<file path="src/rtl/majority_pkg.sv">
// Shared definitions for the majority voter: mode encoding and the helper
// that sizes the bit-count and window-count fields.
package majority_pkg;

  localparam logic MODE_SPATIAL  = 1'b0;
  localparam logic MODE_TEMPORAL = 1'b1;

  // Bits needed to hold a count in the range 0..n (at least one bit).
  function automatic int count_width(input int n);
    return (n < 1) ? 1 : $clog2(n + 1);
  endfunction

endpackage

</file>
<file path="src/rtl/majority_voter_pipe_popcount.sv">
// Combinational population count of a vote vector; result is wide enough
// to hold WIDTH itself, so it can never overflow.
module popcount
  import majority_pkg::*;
#(
  parameter  int WIDTH = 3,
  localparam int CW    = count_width(WIDTH)
) (
  input  logic [WIDTH-1:0] i_data,
  output logic [CW-1:0]    o_count
);

  // Sum the individual vote bits.
  always_comb begin
    o_count = '0;
    for (int i = 0; i < WIDTH; i++) begin
      o_count = o_count + CW'(i_data[i]);
    end
  end

endmodule

</file>
<file path="src/rtl/majority_voter_pipe.sv">
// Two-stage majority voter. Stage 1 registers the spatial vote of the
// incoming sample; stage 2 maintains a sliding window of the last DEPTH
// spatial votes and registers either the spatial or the temporal decision.
module majority_voter_pipe
  import majority_pkg::*;
#(
  parameter  int WIDTH  = 3,
  parameter  int THRESH = (WIDTH / 2) + 1,
  parameter  int DEPTH  = 5,
  localparam int CW     = count_width(WIDTH),
  localparam int DW     = count_width(DEPTH)
) (
  input  logic             clk,
  input  logic             rst_n,
  input  logic             in_valid,
  input  logic [WIDTH-1:0] in_data,
  input  logic             mode,
  input  logic             clear,
  output logic             out_valid,
  output logic             y,
  output logic [CW-1:0]    count,
  output logic [DW-1:0]    win_count,
  output logic             window_full
);

  // Stage 1 state
  logic          r_v1;
  logic          r_s1;
  logic          r_mode1;
  logic [CW-1:0] r_cnt1;

  // Stage 2 state
  logic [DEPTH-1:0] r_hist;         // bit 0 newest, bit DEPTH-1 oldest
  logic [DW-1:0]    r_fill;
  logic [DW-1:0]    r_win_count;
  logic             r_window_full;
  logic             r_out_valid;
  logic             r_y;
  logic [CW-1:0]    r_count;

  // Combinational helpers
  logic [CW-1:0]    w_cnt;
  logic             w_spatial;
  logic             w_accept;
  logic             w_drop;
  logic [DW-1:0]    w_win_next;
  logic [DW-1:0]    w_fill_next;
  logic             w_full_next;
  logic             w_temporal_y;
  logic [DEPTH-1:0] w_hist_next;

  popcount #(
    .WIDTH (WIDTH)
  ) u_popcount (
    .i_data  (in_data),
    .o_count (w_cnt)
  );

  assign w_spatial = (w_cnt >= CW'(THRESH));
  assign w_accept  = in_valid & ~clear;

  // History shift: the new spatial vote enters at bit 0.
  assign w_hist_next[0] = r_s1;
  for (genvar gi = 1; gi < DEPTH; gi++) begin : g_shift
    assign w_hist_next[gi] = r_hist[gi-1];
  end

  // The oldest vote leaves in the same update the new one arrives, so the
  // count never transiently exceeds DEPTH. Modular arithmetic in DW bits is
  // exact because the true result always lies in 0..DEPTH.
  assign w_drop       = r_window_full & r_hist[DEPTH-1];
  assign w_win_next   = r_win_count + DW'(r_s1) - DW'(w_drop);
  assign w_fill_next  = (r_fill == DW'(DEPTH)) ? r_fill : r_fill + DW'(1);
  assign w_full_next  = (w_fill_next == DW'(DEPTH));
  assign w_temporal_y = (w_win_next > DW'(DEPTH / 2));

  // Stage 1: capture popcount, spatial vote and mode of an accepted sample.
  always_ff @(posedge clk or negedge rst_n) begin
    if (!rst_n) begin
      r_v1    <= 1'b0;
      r_s1    <= 1'b0;
      r_mode1 <= 1'b0;
      r_cnt1  <= '0;
    end else begin
      r_v1 <= w_accept;
      if (w_accept) begin
        r_s1    <= w_spatial;
        r_mode1 <= mode;
        r_cnt1  <= w_cnt;
      end
    end
  end

  // Stage 2: update the window and register the selected decision.
  always_ff @(posedge clk or negedge rst_n) begin
    if (!rst_n) begin
      r_hist        <= '0;
      r_fill        <= '0;
      r_win_count   <= '0;
      r_window_full <= 1'b0;
      r_out_valid   <= 1'b0;
      r_y           <= 1'b0;
      r_count       <= '0;
    end else if (clear) begin
      r_hist        <= '0;
      r_fill        <= '0;
      r_win_count   <= '0;
      r_window_full <= 1'b0;
      r_out_valid   <= 1'b0;
      r_y           <= 1'b0;
    end else if (r_v1) begin
      r_hist        <= w_hist_next;
      r_fill        <= w_fill_next;
      r_win_count   <= w_win_next;
      r_window_full <= w_full_next;
      if (r_mode1 == MODE_SPATIAL) begin
        r_out_valid <= 1'b1;
        r_y         <= r_s1;
        r_count     <= r_cnt1;
      end else begin
        // Temporal decisions are only meaningful once the window is full.
        r_out_valid <= w_full_next;
        if (w_full_next) begin
          r_y     <= w_temporal_y;
          r_count <= r_cnt1;
        end
      end
    end else begin
      r_out_valid <= 1'b0;
    end
  end

  assign out_valid   = r_out_valid;
  assign y           = r_y;
  assign count       = r_count;
  assign win_count   = r_win_count;
  assign window_full = r_window_full;

endmodule
</file>
<file path="config.mk">
export PLATFORM = sky130hd
export DESIGN_NAME = majority_voter_pipe
export DESIGN_NICKNAME = d
export VERILOG_FILES = /design/src/rtl/majority_pkg.sv /design/src/rtl/majority_voter_pipe_popcount.sv /design/src/rtl/majority_voter_pipe.sv
export SDC_FILE = /design/constraint.sdc
export NUM_CORES = 1
export LEC_CHECK = 0
export CORE_MARGIN = 3
export CORE_UTILIZATION = 55
export CTS_CLUSTER_DIAMETER = 200
export DETAILED_ROUTE_END_ITERATION = 7
export GPL_ROUTABILITY_DRIVEN = 1
export HOLD_SLACK_MARGIN = 0.03
export PLACE_DENSITY_LB_ADDON = 0.05
export SETUP_SLACK_MARGIN = 0.1
export SLEW_MARGIN = 20
export SYNTH_ARGS = -nofsm -noshare
export SYNTH_HDL_FRONTEND = slang
export SYNTH_SLANG_ARGS = --single-unit
</file>
<file path="constraint.sdc">
create_clock -name clk -period 3 [get_ports clk]
set_input_delay 0.9 -clock clk [delete_from_list [all_inputs] [get_ports clk]]
set_output_delay 0.9 -clock clk [all_outputs]
set_load 0.01 [all_outputs]
</file>
==> results of run 1 <==
==> through the flow <==
step / total power [mW] / setup WS, ps / std cells / hold slack [ps] / area, um2
2_1_floorplan: 0.376 / 848 / 85 / 475 / 1000
3_3_place_gp: 0.434 / 733 / 124 / 491 / 1190
6_report: 0.553 / 724 / 127 / 509 / 1210
4_1_cts: 0.562 / 716 / 127 / 516 / 1210
5_1_grt: 0.583 / 561 / 127 / 533 / 1210
3_5_place_dp: 0.439 / 700 / 124 / 492 / 1190
==> critical path, cell delays in order (launching register included) <==
cell	delay [ps]
dfrtp_1	410
and2_1	170
ha_1	280
inv_1	60
ha_1	130
inv_1	50
fa_1	370
xor2_1	210
xnor2_1	150
o2111ai_1	110
o211a_1	230
==> registers in the layout (all words and copies together), names as in the netlist <==
register	cells
win_count	3
r_cnt1	1
r_s1	1
window_full	1
r_hist	5
out_valid	1
r_v1	1
r_fill	3
y	1
count	2
r_mode1	1
==> path summary, 6_finish.rpt <==
| kind | startpoint | to | slack (ps) |
|---|---|---|---|
| min reg2reg | r_cnt1[0] | r_cnt1[0] | 510 |
| min in group asynchronous | rst_n | r_hist[1] | 930 |
| max in group asynchronous | rst_n | window_full | 1860 |
| min | r_cnt1[0] | r_cnt1[0] | 510 |
| max reg2reg | window_full | y | 720 |
| max | window_full | y | 720 |
==> where the power goes <==
group,switching (mW),total (mW),internal (mW),leakage (nW)
logic,0.0473,0.115,0.0673,0.269
clock network,0.0756,0.122,0.0467,0.0138
registers,0.0215,0.316,0.295,0.266
total,0.144,0.553,0.409,0.548
==> area by class of cell <==
cell class	instances	share of cell area [%]
Tap cell	24	2.48
Inverter	6	1.86
Clock buffer	3	1.86
Timing Repair Buffer	17	13.6
Multi-Input combinational cell	57	38.9
Sequential cell	20	41.3
==> synthesized netlist by cell type (2+ instances only) <==
| library cell | count |
|---|---|
| nor2b_1 | 2 |
| nor2_1 | 13 |
| a21oi_1 | 3 |
| fa_1 | 2 |
| dfrtp_1 | 20 |
| mux2_2 | 4 |
| inv_1 | 6 |
| mux2i_1 | 7 |
| xnor2_1 | 2 |
| ha_1 | 4 |
| nand2_1 | 2 |
| a211oi_1 | 2 |
| xor2_1 | 2 |
==> cells by family after synthesis <==
kind of cell / count (synthesis)
simple gates: 26
mux: 11
buf+inv: 8
flops: 20
fa+ha+maj: 6
compound gates: 10
xor+xnor: 4
==> routing by layer <==
layer | wire [um] | global-route usage [%] | vias to the layer above
li1 | - | - | 326
met1 | 770 | 22.9 | 323
met2 | 808 | 25.8 | 17
met3 | 99 | 5.52 | 0
met4 | 0 | 2.84 | 0
met5 | 0 | 0 | -
==> results.yml, run 1 <==
detailed_routing:
  drt_iter0_drc: 12
  viasPerCell: 5.24
  drt_wl_total_mm: 1.68
  wl_per_cell_um: 13.2
  ant_nets: 0
  vias: 666
  dr.pass1.iters: 4
  drc: 0
clocking:
  clockBufferDepth: 2
  cts-htree-levels: 1
  ctsResizeCount: 0
  cts_root_buffer: "clkbuf_4"
  cts_post_setup_buffers_inserted: 0
  numCtsBuffers: 3
  tritoncts: "yes"
  clock-sinks: 20
  hold_buffers: 0
  insertion_delay_ps: 290
  path_clk_slew_ps: 100
timing:
  setup_tns_ps: 0
  fin_skew_ps: 8.55
  setup_viol: 0
  max_slew_margin_pct: 61.6
  tightest_slew_ps: 576
  hold_violations: 0
  period_minus_slack_ps: 2280
  period_share_pct: 75.9
  rsz0062_at_grt: "false"
  clock.fmax_mhz: 439
  maxSlewViolCount: 0
hold_path:
  hold_class: "flop to flop"
  whs_path_depth: 1
finish:
  drive_gt1_share_pct: 14.6
  fin_util_pct: 75.2
  fin_nets: 119
  seq_area_um2: 500
  n_fill_cell: 123
  area_growth_pct: 20.8
  final_cell_mix: "dfrtp_1, clkdlybuf4s50_1, nor2_1, mux2i_1, inv_1"
  final_common_cell: "dfrtp_1"
  multi_input_area_um2: 472
  antenna_cells: 0
floorplanning:
  die_area_um2: 2370
  core_um2: 1610
  ios: 16
  initial_core_util_pct: 62.3
  die_h_um: 48.7
  die_width_um: 48.7
  rows: 14
placement:
  globalplace.congestion: 0.834
  dp_hpwl_mm: 1.26
  port-buffer-count: 15
yosys:
  synth_top_area_cell: "dfrtp_1"
  synth_top_area_share_pct: 49.9
  synthesis.area_um2: 1000
  synth_area_leaders: "dfrtp_1, mux2i_1, ha_1"
  async_flop_share_pct: 100
  yosysSeqAreaShare_pct: 49.9
  synth_ff_type: "dfrtp_1"
  synth.distinct_cells: 29
  synth_edf_count: 0
  syn_nets: 99
  synthAdderAreaFrac_pct: 8.98
  synthSimpleGateAreaFrac_pct: 14.2
  postSynthAreaPerCell_um2: 11.8
  synth_compound_area_share_pct: 8.85
  synthMuxAreaShare_pct: 11.5
  synth_top_family_by_area: "simple AND/OR/NAND/NOR gates"
  synth_xor_area_share_pct: 3.49
  yosys_warnings: 0
  synth-seq-cells: 20
  netlist_instances: 85
critical_path:
  cp.required_ps: 3190
  reg2regPathDepth: 10
  crit_arrival_ps: 2460
  start_kind: "flop"
  critPathMaxFanout: 3
  critPathCaptureType: "flop"
  worstSetupPathType: "flop to flop"
pwr:
  power.leakage_nw: 0.548
  p_per_area_nw_per_um2: 456
  ir_drop_uv: 311
global_routing:
  grt_overflow: 0
  grt_pass1_vias: 672
  grtUsageTotal_pct: 16.6
  grt_max_degree: 21
  antenna_found_initial: 0
  grt_pass1_wl_mm: 3.12
run:
  maxCapViolCount: 0
status:
  outcome: "finished clean"
(Power assumes the default switching activity.)
==> run 2: changes to the inputs <==
CORE_UTILIZATION = 51   (was 55)
clock period = 2.4 ns   (was 3 ns; I/O delays follow)
==> results.yml, run 2 (same netlist as run 1, synthesis figures left out) <==
status:
  outcome: "finished clean"
finish:
  regMostFlops: "r_hist"
  layoutNonFillerInstCount: 131
  antenna_cells: 0
  drive_gt1_share_pct: 23.6
  fin_nets: 121
  fin_area_um2: 1270
  area_growth_pct: 26.6
  largest_register_ff_count: 5
  final_cell_mix: "dfrtp_1, clkdlybuf4s50_1, nor2_1, mux2i_1"
  final_common_cell: "dfrtp_1"
  fin_util_pct: 71.2
  n_fill_cell: 132
critical_path:
  reg2regPathDepth: 10
  cp.required_ps: 2600
  reg2reg_from: "r_hist[4]"
  start_kind: "flop"
  cp-startpoint: "r_hist[4]"
  critPathMaxFanout: 2
  rrSetupSlack_ps: 210
  critPathCaptureType: "flop"
  worstSetupPathType: "flop to flop"
  crit_arrival_ps: 2390
  worst_r2r_endpoint: "y"
pwr:
  ir_drop_uv: 429
  power.leakage_nw: 0.563
  p_per_area_nw_per_um2: 584
timing:
  clock.fmax_mhz: 457
  setup_tns_ps: 0
  max_slew_margin_pct: 76.1
  setup_viol: 0
  fin_skew_ps: 11.9
  rsz0062_at_grt: "false"
  period_minus_slack_ps: 2190
  hold_violations: 0
  period_share_pct: 91.2
  holdWs_ps: 518
  maxSlewViolCount: 0
  tightest_slew_ps: 358
floorplanning:
  ios: 16
  die_width_um: 50.4
  initial_core_util_pct: 56.3
  die_area_um2: 2540
  die_h_um: 50.4
  core_um2: 1780
  rows: 15
hold_path:
  min_from: "r_cnt1[0]"
  whs_path_depth: 1
  min_to: "r_cnt1[0]"
  hold_class: "flop to flop"
global_routing:
  grt_pass1_wl_mm: 3.26
  grtUsageTotal_pct: 17.2
  antenna_found_initial: 0
  grt_overflow: 0
  grt_pass1_vias: 764
  grt_max_degree: 21
run:
  maxCapViolCount: 0
detailed_routing:
  wl_per_cell_um: 13.6
  drt_iter0_drc: 2
  viasPerCell: 5.27
  dr.pass1.iters: 3
  ant_nets: 0
  drt_wl_total_mm: 1.78
  vias: 690
  drc: 0
placement:
  dp_hpwl_mm: 1.35
  globalplace.congestion: 0.791
  dp.cells: 126
  placed_cell_area_um2: 1200
  port-buffer-count: 15
clocking:
  path_clk_slew_ps: 120
  numCtsBuffers: 3
  cts_root_buffer: "clkbuf_4"
  insertion_delay_ps: 300
  cts-htree-levels: 1
  hold_buffers: 0
  clock-sinks: 20
  tritoncts: "yes"
  clockBufferDepth: 2
run 2: layout make-up:
type / count / area [um2] / share of cell area [%]
Timing Repair Buffer: 19 / 180 / 14.2
Multi-Input combinational cell: 57 / 499 / 39.3
Tap cell: 25 / 31.3 / 2.46
Sequential cell: 20 / 500 / 39.4
Inverter: 6 / 22.5 / 1.77
Clock buffer: 4 / 36.3 / 2.86
run 2: worst max path at each step:
| stage | end | depth (start not counted) |
|---|---|---|
| 6_report | y | 10 |
| 5_1_grt | y | 10 |
| 4_1_cts | y | 10 |
| 3_5_place_dp | y | 10 |
| 3_3_place_gp | y | 10 |
| 2_1_floorplan | y | 10 |
run 2: what timing repair did:
| item | in CTS | in global routing |
|---|---|---|
| buffers inserted | 0 | 1 |
| endpoints found under the hold margin | 0 | 0 |
| resized for setup | 0 | 7 |
| setup endpoints to repair | 0 | 1 |
run 2: critical path, cell delays in order, from the launching register on:
cell	delay [ps]
dfrtp_1	400
and2_4	160
ha_4	200
inv_1	60
ha_2	160
inv_2	40
fa_2	360
xor2_2	160
xnor2_1	170
o2111ai_1	130
o211a_1	250
run 2: through the flow:
step           setup slack [ps]  total power, mW
6_report                    212            0.741
5_1_grt                    99.9            0.785
4_1_cts                     139            0.744
3_5_place_dp                162            0.549
3_3_place_gp                261            0.543
2_1_floorplan               248            0.471
run 2: power breakdown:
| part | switching [mW] | internal [mW] | total [mW] |
|---|---|---|---|
| registers | 0.0230 | 0.369 | 0.392 |
| clock network | 0.101 | 0.0925 | 0.193 |
| logic | 0.0665 | 0.0896 | 0.156 |
run 2: metal layers:
layer  GRT usage, %  routed length [um]
met4           8.97                  31
met1           20.9                 779
met2           28.9                 919
met3           2.97                  49
met5              0                   0
